## config.mk

```make
export PLATFORM = sky130hd
export DESIGN_NAME = module_mult_sequencer
export DESIGN_NICKNAME = d
export VERILOG_FILES = /design/src/rtl/module_mult_sequencer.sv
export SDC_FILE = /design/constraint.sdc
export NUM_CORES = 1
export LEC_CHECK = 0
export ABC_AREA = 1
export BUFFER_PORTS_ARGS = -buffer_cell sky130_fd_sc_hd__clkbuf_2
export CAP_MARGIN = 30
export CORE_ASPECT_RATIO = 0.9
export CORE_UTILIZATION = 30
export DETAILED_ROUTE_END_ITERATION = 6
export PLACE_DENSITY = 0.59
export REMOVE_ABC_BUFFERS = 1
export SYNTH_ARGS = -nofsm -noshare
export SYNTH_HDL_FRONTEND = slang
export SYNTH_SLANG_ARGS = --single-unit
```

## constraint.sdc

```tcl
create_clock -name clk -period 1.5 [get_ports clk]
set_input_delay 0.3 -clock clk [delete_from_list [all_inputs] [get_ports clk]]
set_output_delay 0.3 -clock clk [all_outputs]
set_load 0.02 [all_outputs]
```

## src/rtl/module_mult_sequencer.sv

```systemverilog
// Sequential shift-and-add unsigned multiplier with its own control FSM.
// Captures operands on a start pulse, iterates W cycles, then holds the product.
module module_mult_sequencer #(
  parameter int unsigned W = 4
) (
  input  logic           clk,
  input  logic           rst_n,
  input  logic           calculate_en,
  input  logic           clear,
  input  logic [W-1:0]   numA,
  input  logic [W-1:0]   numB,
  output logic           busy,
  output logic           result_valid,
  output logic [2*W-1:0] result,
  output logic [1:0]     state_leds
);

  localparam int unsigned CntW = $clog2(W + 1);

  typedef enum logic [1:0] {
    StIdle = 2'b00,
    StCalc = 2'b01,
    StDone = 2'b10
  } state_e;

  state_e           state_q;
  logic [W-1:0]     mcand_q;
  logic [2*W:0]     prod_q;
  logic [CntW-1:0]  cnt_q;
  logic [2*W-1:0]   result_q;
  logic             busy_q;
  logic             valid_q;

  logic [W:0]       sum;
  logic [2*W:0]     prod_shift;
  logic [CntW-1:0]  cnt_inc;

  // One iteration: conditional add into the high half, then shift right by one.
  always_comb begin
    sum = {1'b0, prod_q[2*W-1:W]};
    if (prod_q[0]) begin
      sum = sum + {1'b0, mcand_q};
    end
    prod_shift = {1'b0, sum, prod_q[W-1:1]};
    cnt_inc    = cnt_q + 1'b1;
  end

  always_ff @(posedge clk or negedge rst_n) begin
    if (!rst_n) begin
      state_q  <= StIdle;
      mcand_q  <= '0;
      prod_q   <= '0;
      cnt_q    <= '0;
      result_q <= '0;
      busy_q   <= 1'b0;
      valid_q  <= 1'b0;
    end else if (clear) begin
      // Clear beats a simultaneous start in every state.
      state_q  <= StIdle;
      result_q <= '0;
      busy_q   <= 1'b0;
      valid_q  <= 1'b0;
    end else begin
      unique case (state_q)
        StIdle, StDone: begin
          if (calculate_en) begin
            mcand_q <= numA;
            prod_q  <= {{(W + 1){1'b0}}, numB};
            cnt_q   <= '0;
            state_q <= StCalc;
            busy_q  <= 1'b1;
            valid_q <= 1'b0;
          end
        end
        StCalc: begin
          prod_q <= prod_shift;
          cnt_q  <= cnt_inc;
          if (cnt_inc == CntW'(W)) begin
            result_q <= prod_shift[2*W-1:0];
            state_q  <= StDone;
            busy_q   <= 1'b0;
            valid_q  <= 1'b1;
          end
        end
        default: begin
          state_q <= StIdle;
          busy_q  <= 1'b0;
          valid_q <= 1'b0;
        end
      endcase
    end
  end

  assign busy         = busy_q;
  assign result_valid = valid_q;
  assign result       = result_q;
  assign state_leds   = state_q;

endmodule

```

**Word level (Yosys, flattened, before mapping)**

Index checks and enable logic that the tools add are counted.

- Muxes and demuxes: 20
- Shift operators: 0
- Bitwise operators: 1
- Multipliers: 0
- $add $sub $neg: 2
- Equal/unequal tests: 6
- Magnitude comparators: 0
- Reduce and logical (&&, ||, !) cells: 9
- Divide/modulo/power cells: 0

Operators with widths:

| cell | count |
|---|---|
| 2-to-1 mux 8 bit | 4 |
| one-hot mux 8 bit (2 select lines) | 1 |
| 2-to-1 mux 1 bit | 6 |
| 2-to-1 mux 2 bit | 3 |
| inequality test 3 bit, second input constant | 2 |
| one-hot mux 3 bit (2 select lines) | 1 |
| AND reduction 3 bit | 2 |
| nonzero test 2 bit | 3 |
| adder 4 x 4 -> 5 bit | 1 |
| 2-to-1 mux 5 bit | 1 |
| one-hot mux 1 bit (2 select lines) | 2 |
| one-hot mux 2 bit (2 select lines) | 1 |
| AND reduction 2 bit | 2 |
| adder 3 x 1 -> 3 bit, second input constant | 1 |
| equality test 3 bit, second input constant | 1 |
| 2-to-1 mux 3 bit | 1 |
| equality test 2 x 1 -> 1 bit, second input constant | 1 |
| equality test 2 bit, second input constant | 1 |
| zero test 2 bit | 1 |
| inequality test 2 bit, second input constant | 1 |
| OR reduction 2 bit | 1 |
| inverter 1 bit | 1 |

- Bits in latches: 0
- Word-level logic and storage cells: 45
- RAM bits: 0
- Bits in registers: 27
- Memories: 0
- Output and inout bits: 12
- Bits in read-only memories: 0
- Bits of input ports: 12

**Longest topological paths before layout**

Gate-level depths: netlist of the first run.

- Depth after elaboration: 5
- Gate-level depth with buffers: 7
- Depth with buffers taken out: 7

**Worst setup path after synthesis of the first run**

Ideal clock, no wire load.

- Path type: reg2reg
- From: register mcand_q[0]
- To: register prod_q[4]
- Path buffers: 0
- Path slack: 58 ps
- Library setup time: 83 ps
- Data required time: 1417 ps
- Cell stages (with the launch flop): 7
- Arrival: 1359 ps
- Period minus slack after synthesis: 1442 ps
- Cell sequence: dfrtp_1 ha_1 fa_1 nand2_1 a21oi_1 nand2_1 o21ai_0

- Word-level cells in the longest chain between the ends: 3

RTL lines:

| item | RTL line | text |
|---|---|---|
| start: declaration | 27 | `logic [W-1:0] mcand_q;` |
| start signal: assignment | 67 | `mcand_q <= numA;` |
| adder 4 x 4 -> 5 bit | 42 | `sum = sum + {1'b0, mcand_q};` |
| 2-to-1 mux 5 bit | 41 | `if (prod_q[0]) begin` |
| one-hot mux 8 bit (2 select lines) | 64 | `unique case (state_q)` |
| end signal: assignment | 68 | `prod_q <= {{(W + 1){1'b0}}, numB};` |
| end signal: assignment | 76 | `prod_q <= prod_shift;` |
| end: declaration | 28 | `logic [2*W:0] prod_q;` |

No other way between the ends.
A chain may end at the register's enable or synchronous reset.

**Worst setup path in the final report of the first run**

- From: register prod_q[4]
- To: register prod_q[4]

- Word-level cells in the longest chain between the ends: 3

RTL lines:

| item | RTL line |
|---|---|
| adder 4 x 4 -> 5 bit | 42 |
| 2-to-1 mux 5 bit | 41 |
| one-hot mux 8 bit (2 select lines) | 64 |

No other way between the ends.

==> results.md, run 1 <==
* Status: complete, but fails checks
* Failing checks: design-rule violations, negative setup slack
* LEAKAGE at 0.822 nW
* Core Footprint at 0.00410 mm^2
* FF/Latch Area at 626 um^2
* Vias per inst at 4.66
* Grt peak-use layer: met2
* First-pass GRT wire length at 4340 um
* Critical-path cell list: ha_2 -> fa_2 -> nand2_2 -> a21oi_2 -> nand2_1 -> o21ai_1
* Longest Clk Path Bufs at 2
* Cts hold-fix bufs at 0
* Post-place instance area at 0.00146 mm^2
* Final count of hold timing violations at 0
* Power Density at 1220 mW/mm^2
* Initial Utilization at 0.313
* Number of port buffers at 23
* Synthesized cell area at 0.00128 mm^2
* Average routed wire per standard cell at 12.1 um
* Initial antenna violation count at 0
* Clock transition at path regs at 0.08 ns
* # fillers at 433
* Max-slew violation count at 0
* Skew-Pair Late Insertion Delay at 0.27 ns
* Final Cycle Share at 1.02
* M1 GR Usage at 0.169
* Fin area at 0.00158 mm^2
* R2R Path End: prod_q[4]$_DFFE_PN0P_
* Netlist cell types at 25
* Part of the Yosys area used for sequential elements at 0.488
* Syn Area/Cell at 8.97 um^2
* Tmin final at 1.54 ns
* Peak Freq at 0.651 GHz
* Fin nets at 192
* DR pass1 iterations at 6
* Critical path class: reg2reg
* PnR worst setup slack at -0.0361 ns
* WP buf/inv at 0
* Util after Layout at 0.386
* Rows at 22
* Area Overhead vs Synth at 23.5%
* M3 GR Usage at 0.0237
* CTS sink cnt at 25
* Tot Pwr at 1.93 mW
* Htree depth at 1
* # diodes at 0
* CTS buffer count at 3
* Reg-to-Reg Start: prod_q[4]$_DFFE_PN0P_
* Share of cells above drive strength 1 at 0.320
* Die width at 70.9 um
* Post-route ant nets at 0
* Maximum vdd drop at 0.449 mV
* Register bit total from synthesis at 25
* HP Class: in2async
* Gate Count Post-Synth at 143
* CTS Root Cell: clkbuf_8
* Worst slew margin at 0.583
* Maxcap violations at 0
* Via Count at 1025
* Reg2reg path depth at 6
* Hpwl dp at 1950 um
* CP required at 1.70 ns
* Slowest-stage cell, CP: fa_2
* Routed Wire Length at 2670 um
* Startpoint types: register
* CTS tree: yes
* Crit path max fanout at 2
* Area of the multi-input gates at 648 um^2
* Largest net degree at the start of global routing at 26
* Final Skew at 0.00276 ns
* CP delay by family, top: adder cells
* Iteration-0 DRC count of the detailed router at 74
* Worst setup EP type: register
* Synth Warn # at 0
* Grt ovf at 0
* GRT Total Usage at 0.128
* I/O pin count at 24
* Worst R2R Setup Slack at -0.04 ns
* Die Area at 0.00454 mm^2
* # setup viols final at 2
* Least-Margin Pin Slew at 0.625 ns
* Unrepaired setup endpoints after global routing: yes
* CP arrival at 1.74 ns
* Max stage delay on crit path at 0.52 ns
* M2 GR Usage at 0.191
* Vias in the first global route at 963
* DRC at 8
* Placer congestion estimate at 0.755
* Die height at 64.0 um
[power breakdown]
group / internal, mW / leakage (nW) / switching [mW]
registers: 0.779 / 0.324 / 0.114
logic: 0.297 / 0.475 / 0.341
clock network: 0.190 / 0.0228 / 0.206
total: 1.27 / 0.822 / 0.661
[worst register-to-register path: stages (launching register included)]
cell and delay, ns:
dfrtp_1 0.39, ha_2 0.19, fa_2 0.52, nand2_2 0.05, a21oi_2 0.17, nand2_1 0.07
o21ai_1 0.08
[sequential cells by signal, summed over array words and instances, names as in the netlist]
name / cells
mcand_q: 4
prod_q: 8
result: 8
state_leds: 1
cnt_q: 3
busy: 1
[cells in the final DEF, fill, tap and decap left out, drive strengths merged]
cell,instances
nand2,48
clkbuf,27
dfrtp,25
nand3,13
inv,12
nor2,9
o21ai,8
buf,6
ha,6
a31oi,4
mux2,4
a21oi,3
xnor2,1
or2,1
xor2,1
nor3,1
o21bai,1
nand4,1
fa,1
[synthesized netlist by cell type (all sizes together)]
master	number	area, um^2
ha	6	75.1
inv	12	45.0
xnor2	1	8.76
dfrtp	25	626
o21bai	1	7.51
o21ai	8	40.0
buf	4	31.3
xor2	1	8.76
nor2	9	55.1
fa	1	20.0
nand3	13	65.1
mux2	4	45.0
nor3	1	5.00
nand2	48	198
or2	1	6.26
nand4	1	6.26
a21oi	3	15.0
a31oi	4	25.0
[layout make-up]
type | instances | share of cell area
multi-input cells | 102 | 0.409
inverters | 12 | 0.0284
clock buffers | 4 | 0.0284
well taps | 48 | 0.0379
flip-flops and latches | 25 | 0.395
repair buffers | 29 | 0.101
[per-layer routing]
layer,share of wire,up-vias
met5,0,-
met4,0.027,0
met3,0.031,4
met2,0.45,19
met1,0.49,481
li1,-,521
[how the worst max path moves through the flow]
| stage | start | end | depth (start not counted) |
|---|---|---|---|
| 2_1_floorplan | mcand_q[0]$_DFFE_PN0P_ | prod_q[4]$_DFFE_PN0P_ | 6 |
| 3_3_place_gp | mcand_q[0]$_DFFE_PN0P_ | prod_q[4]$_DFFE_PN0P_ | 6 |
| 3_5_place_dp | mcand_q[0]$_DFFE_PN0P_ | prod_q[4]$_DFFE_PN0P_ | 6 |
| 4_1_cts | prod_q[4]$_DFFE_PN0P_ | prod_q[4]$_DFFE_PN0P_ | 6 |
| 5_1_grt | prod_q[4]$_DFFE_PN0P_ | prod_q[4]$_DFFE_PN0P_ | 6 |
| 6_report | prod_q[4]$_DFFE_PN0P_ | prod_q[4]$_DFFE_PN0P_ | 6 |
[timing repair]
item                       4_1_cts  5_1_grt
setup buffers                    2        0
setup endpoints to repair       10       11
resized for setup                6       10
pin swaps                        2        9
[through the flow]
step / hold slack (ns) / setup TNS, ns / std cells / worst slack, ns
after global routing: 0.0830 / -0.387 / 220 / -0.119
after CTS: 0.0488 / -0.0226 / 220 / -0.0221
after global placement: 0.346 / -0.209 / 214 / -0.0277
after detailed placement: 0.350 / -0.328 / 214 / -0.0727
after floorplan: 0.00441 / 0 / 139 / 0.0522
final: 0.0256 / -0.0478 / 220 / -0.0361
[cell families after synthesis]
| kind of cell | after synthesis | share of synthesized area |
|---|---|---|
| compound gates | 16 | 0.0683 |
| xor+xnor | 2 | 0.0137 |
| fa+ha+maj | 7 | 0.0741 |
| buf+inv | 16 | 0.0595 |
| flops | 25 | 0.488 |
| mux | 4 | 0.0351 |
| simple gates | 73 | 0.261 |
No activity file was read; power rests on OpenSTA's default activity.
==> run 2, diff against run 1 <==
GPL_TIMING_DRIVEN = 0   (was unset)
SKIP_LAST_GASP = 1   (was unset)
SLEW_MARGIN = 20   (was unset)
==> results.md, run 2 (synthesized netlist as in run 1, its figures left out) <==
* Number of port buffers at 23
* Via Count at 1005
* Maximum vdd drop at 0.386 mV
* CP arrival at 1.76 ns
* LEAKAGE at 0.788 nW
* Final Cycle Share at 1.05
* Vias in the first global route at 967
* DRC at 8
* Commonest non-fill, non-tap cells in the layout: nand2_1, dfrtp_1, clkbuf_2
* I/O pin count at 24
* GRT Total Usage at 0.124
* Worst slack, placed at -0.157 ns
* Grt ovf at 0
* Status: complete, but fails checks
* Clock transition at path regs at 0.08 ns
* Longest Clk Path Bufs at 2
* Iteration-0 DRC count of the detailed router at 54
* Placer congestion estimate at 0.746
* Slowest-stage cell, CP: fa_1
* Fin nets at 187
* R2R Path End: prod_q[4]$_DFFE_PN0P_
* Startpoint types: register
* Final count of hold timing violations at 0
* Worst hold slack at 0.0336 ns
* Unrepaired setup endpoints after global routing: yes
* CTS sink cnt at 25
* HP Class: in2async
* Skew-Pair Late Insertion Delay at 0.26 ns
* Critical-path cell list: ha_2 -> fa_1 -> nand2_1 -> a21oi_2 -> nand2_1 -> o21ai_1
* Routed Wire Length at 2550 um
* Initial antenna violation count at 0
* Core Footprint at 0.00410 mm^2
* Failing checks: design-rule violations, negative setup slack
* Least-Margin Pin Slew at 0.611 ns
* Worst setup EP type: register
* Worst R2R Setup Slack at -0.07 ns
* Largest net degree at the start of global routing at 26
* Post-route ant nets at 0
* Die Area at 0.00454 mm^2
* # setup viols final at 6
* CTS buffer count at 3
* Crit path max fanout at 2
* Most common cell after layout, fill and taps aside: nand2_1
* CTS tree: yes
* Area Overhead vs Synth at 18.6%
* DR pass1 iterations at 6
* Die width at 70.9 um
* Average routed wire per standard cell at 11.9 um
* # fillers at 424
* DP Cell Count at 210
* Reg2reg path depth at 6
* Worst slew margin at 0.593
* Power Density at 1200 mW/mm^2
* Util after Layout at 0.371
* PnR worst setup slack at -0.0703 ns
* Max stage delay on crit path at 0.48 ns
* # diodes at 0
* Final Skew at 0.00270 ns
* Die height at 64.0 um
* First-pass GRT wire length at 4370 um
* CTS Root Cell: clkbuf_8
* Peak Freq at 0.637 GHz
* Critical path class: reg2reg
* Final Instance Count excl. Fillers at 215
* WP buf/inv at 0
* Tmin final at 1.57 ns
* Hpwl dp at 1870 um
* Rows at 22
* Share of cells above drive strength 1 at 0.281
* Max-slew violation count at 0
* Htree depth at 1
* CP delay by family, top: adder cells
* CP required at 1.69 ns
* Reg-to-Reg Start: mcand_q[0]$_DFFE_PN0P_
* Crit path top cell by count: nand2_1
* Initial Utilization at 0.313
* Vias per inst at 4.67
* Maxcap violations at 0
* Cts hold-fix bufs at 0
-- run 2: power by group --
| group | switching [mW] | leakage, nW | internal [mW] | total [mW] |
|---|---|---|---|---|
| Combinational | 0.313 | 0.442 | 0.239 | 0.553 |
| Clock | 0.194 | 0.0228 | 0.189 | 0.383 |
| Sequential | 0.112 | 0.324 | 0.779 | 0.891 |
| Total | 0.619 | 0.788 | 1.21 | 1.83 |
-- run 2: area by class of cell --
cell class                 count  area, um^2  share of cell area
multi-input combinational    102         623               0.410
sequential                    25         626               0.411
tap                           48        60.1              0.0395
inverter                      12        45.0              0.0296
timing repair buffer          24         123              0.0806
clock buffer                   4        45.0              0.0296
-- run 2: through the flow --
step                power [mW]  instance area [um^2]  TNS, ns
floorplan                 1.26                  1250        0
global placement          1.39                  1430   -0.394
detailed placement        1.40                  1430   -0.478
CTS                       1.80                  1490   -0.143
global route              1.98                  1520   -0.737
finish                    1.83                  1520   -0.214
-- run 2: worst reg2reg max path: stages (launching register included) --
cell     delay [ns]
dfrtp_1        0.39
ha_2           0.20
fa_1           0.48
nand2_1        0.07
a21oi_2        0.21
nand2_1        0.07
o21ai_1        0.08
-- run 2: worst max-delay path by stage --
stage | to | startpoint | depth (start not counted) | slack (ns)
floorplan | prod_q[4]$_DFFE_PN0P_ | mcand_q[0]$_DFFE_PN0P_ | 6 | 0.05
global placement | prod_q[4]$_DFFE_PN0P_ | mcand_q[0]$_DFFE_PN0P_ | 6 | -0.13
detailed placement | prod_q[4]$_DFFE_PN0P_ | mcand_q[0]$_DFFE_PN0P_ | 6 | -0.16
CTS | prod_q[4]$_DFFE_PN0P_ | prod_q[4]$_DFFE_PN0P_ | 6 | -0.05
global route | prod_q[4]$_DFFE_PN0P_ | mcand_q[0]$_DFFE_PN0P_ | 6 | -0.16
finish | prod_q[4]$_DFFE_PN0P_ | mcand_q[0]$_DFFE_PN0P_ | 6 | -0.07
-- run 2: what timing repair did --
action	CTS	global route
setup buffers	0	1
pin swaps	2	3
endpoints found under the setup margin	11	11
endpoints found under the hold margin	0	0
gates resized for setup	4	8
-- run 2: per-layer routing --
metal  routed length (um)  share of wire  GRT usage  up-vias
met4                   27          0.011     0.0525        0
met3                   62          0.024     0.0189        2
met1                 1240           0.49      0.168      479
met2                 1220           0.48      0.198       16
met5                    0              0          0        -
li1                     -              -          -      508
==> run 3, diff against run 2 <==
CORE_ASPECT_RATIO = unset   (was 0.9)
==> results.md, run 3 (synthesized netlist as in run 1, its figures left out) <==
* Status: complete, but fails checks
* Failing checks: negative setup slack
* Die height at 67.4 um
* Share of cells above drive strength 1 at 0.275
* Slowest-stage cell, CP: fa_2
* Die width at 67.4 um
* Maxcap violations at 0
* DR top layer: met4
* CTS tree: yes
* Skew-Pair Late Insertion Delay at 0.26 ns
* LEAKAGE at 0.791 nW
* Maximum vdd drop at 0.398 mV
* # setup viols final at 2
* Longest Clk Path Bufs at 2
* CTS sink cnt at 25
* Routed Wire Length at 2370 um
* Startpoint types: register
* Area Overhead vs Synth at 18.6%
* R2R Path End: prod_q[4]$_DFFE_PN0P_
* Least-Margin Pin Slew at 0.608 ns
* Reg-to-Reg Start: prod_q[4]$_DFFE_PN0P_
* Rows at 23
* Metal2 WL at 1110 um
* Final Skew at 0.00357 ns
* Htree depth at 1
* Tmin final at 1.54 ns
* Final Cycle Share at 1.02
* NetSw at 617 uW
* Power Density at 1200 mW/mm^2
* DR pass1 iterations at 4
* Critical-path cell list: ha_2 -> fa_2 -> nand2_2 -> a21oi_2 -> nand2_1 -> o21ai_1
* Core Footprint at 0.00406 mm^2
* WP buf/inv at 0
* Length of routed met3 wiring at 48 um
* Unrepaired setup endpoints after global routing: yes
* PnR worst setup slack at -0.0355 ns
* CTS Root Cell: clkbuf_8
* Cts hold-fix bufs at 0
* Clock power frac at 0.217
* Iteration-0 DRC count of the detailed router at 44
* Initial Utilization at 0.316
* CP required at 1.69 ns
* Combinational power share at 0.297
* Largest net degree at the start of global routing at 26
* # fillers at 421
* First-pass GRT wire length at 4080 um
* Fin nets at 187
* Hpwl dp at 1830 um
* DP Cell Count at 212
* Worst R2R Setup Slack at -0.04 ns
* Max stage delay on crit path at 0.52 ns
* CP arrival at 1.73 ns
* Reg power frac at 0.486
* HP Class: in2async
* Initial antenna violation count at 0
* Die Area at 0.00454 mm^2
* CTS buffer count at 3
* I/O pin count at 24
* Clock transition at path regs at 0.08 ns
* Grt ovf at 0
* Commonest non-fill, non-tap cells in the layout: nand2_1, dfrtp_1, clkbuf_2
* Vias in the first global route at 911
* CP delay by family, top: adder cells
* Peak Freq at 0.651 GHz
* Setup TNS at -0.0489 ns
* # diodes at 0
* Met1 Wirelength at 1180 um
* Vias per inst at 4.42
* Final count of hold timing violations at 0
* Max-slew violation count at 0
* FF/Latch Area at 626 um^2
* Placer congestion estimate at 0.763
* Post-route ant nets at 0
* DRC at 0
* GRT Total Usage at 0.119
* Most common cell after layout, fill and taps aside: nand2_1
* Number of port buffers at 23
* Sw Share at 0.338
* Final Instance Count excl. Fillers at 217
* Worst slew margin at 0.595
* Reg2reg path depth at 6
* Critical path class: reg2reg
* Crit path max fanout at 2
* Internal at 1.21 mW
* Worst setup EP type: register
* Average routed wire per standard cell at 10.9 um
* Area of the multi-input gates at 621 um^2
* Via Count at 959
[run 3: power by group through the flow]
stage               Clock, mW  Combinational (mW)  Sequential [mW]
floorplan                   0               0.377            0.878
finish                  0.396               0.541            0.886
detailed placement          0               0.493            0.898
global route            0.440               0.628            0.901
CTS                     0.411               0.531            0.887
global placement            0               0.498            0.896
[run 3: how the worst max path moves through the flow]
stage / start / end / slack (ns) / depth (start not counted)
finish: prod_q[4]$_DFFE_PN0P_ / prod_q[4]$_DFFE_PN0P_ / -0.04 / 6
detailed placement: mcand_q[0]$_DFFE_PN0P_ / prod_q[4]$_DFFE_PN0P_ / -0.09 / 6
global placement: mcand_q[0]$_DFFE_PN0P_ / prod_q[4]$_DFFE_PN0P_ / -0.12 / 6
global route: mcand_q[0]$_DFFE_PN0P_ / prod_q[4]$_DFFE_PN0P_ / -0.11 / 6
CTS: prod_q[4]$_DFFE_PN0P_ / prod_q[4]$_DFFE_PN0P_ / -0.04 / 6
floorplan: mcand_q[0]$_DFFE_PN0P_ / prod_q[4]$_DFFE_PN0P_ / 0.05 / 6
[run 3: final cells by class]
class	instances	area share
sequential	25	0.411
inverter	12	0.0296
tap	50	0.0411
clock buffer	4	0.0296
timing repair buffer	24	0.0806
multi-input combinational	102	0.408
[run 3: what timing repair did]
| item | 4_1_cts | 5_1_grt |
|---|---|---|
| pin swaps | 3 | 3 |
| setup endpoints to repair | 7 | 10 |
| setup buffers | 1 | 0 |
| gates resized for setup | 7 | 4 |
[run 3: metrics by stage]
stage / power [mW] / utilization / setup slack, ns / hold slack [ns] / cell area [um^2]
2_1_floorplan: 1.26 / - / 0.0522 / 0.00441 / 1250
6_report: 1.82 / 0.375 / -0.0355 / 0.0280 / 1520
4_1_cts: 1.83 / 0.370 / -0.0356 / 0.0564 / 1500
5_1_grt: 1.97 / 0.375 / -0.113 / 0.0742 / 1520
3_5_place_dp: 1.39 / 0.352 / -0.0892 / 0.350 / 1430
3_3_place_gp: 1.39 / 0.352 / -0.125 / 0.348 / 1430
[run 3: layer usage]
| layer | GRT usage | up-vias |
|---|---|---|
| met5 | 0 | - |
| met4 | 0.0479 | 0 |
| met3 | 0.00676 | 4 |
| met2 | 0.193 | 15 |
| met1 | 0.166 | 432 |
| li1 | - | 508 |
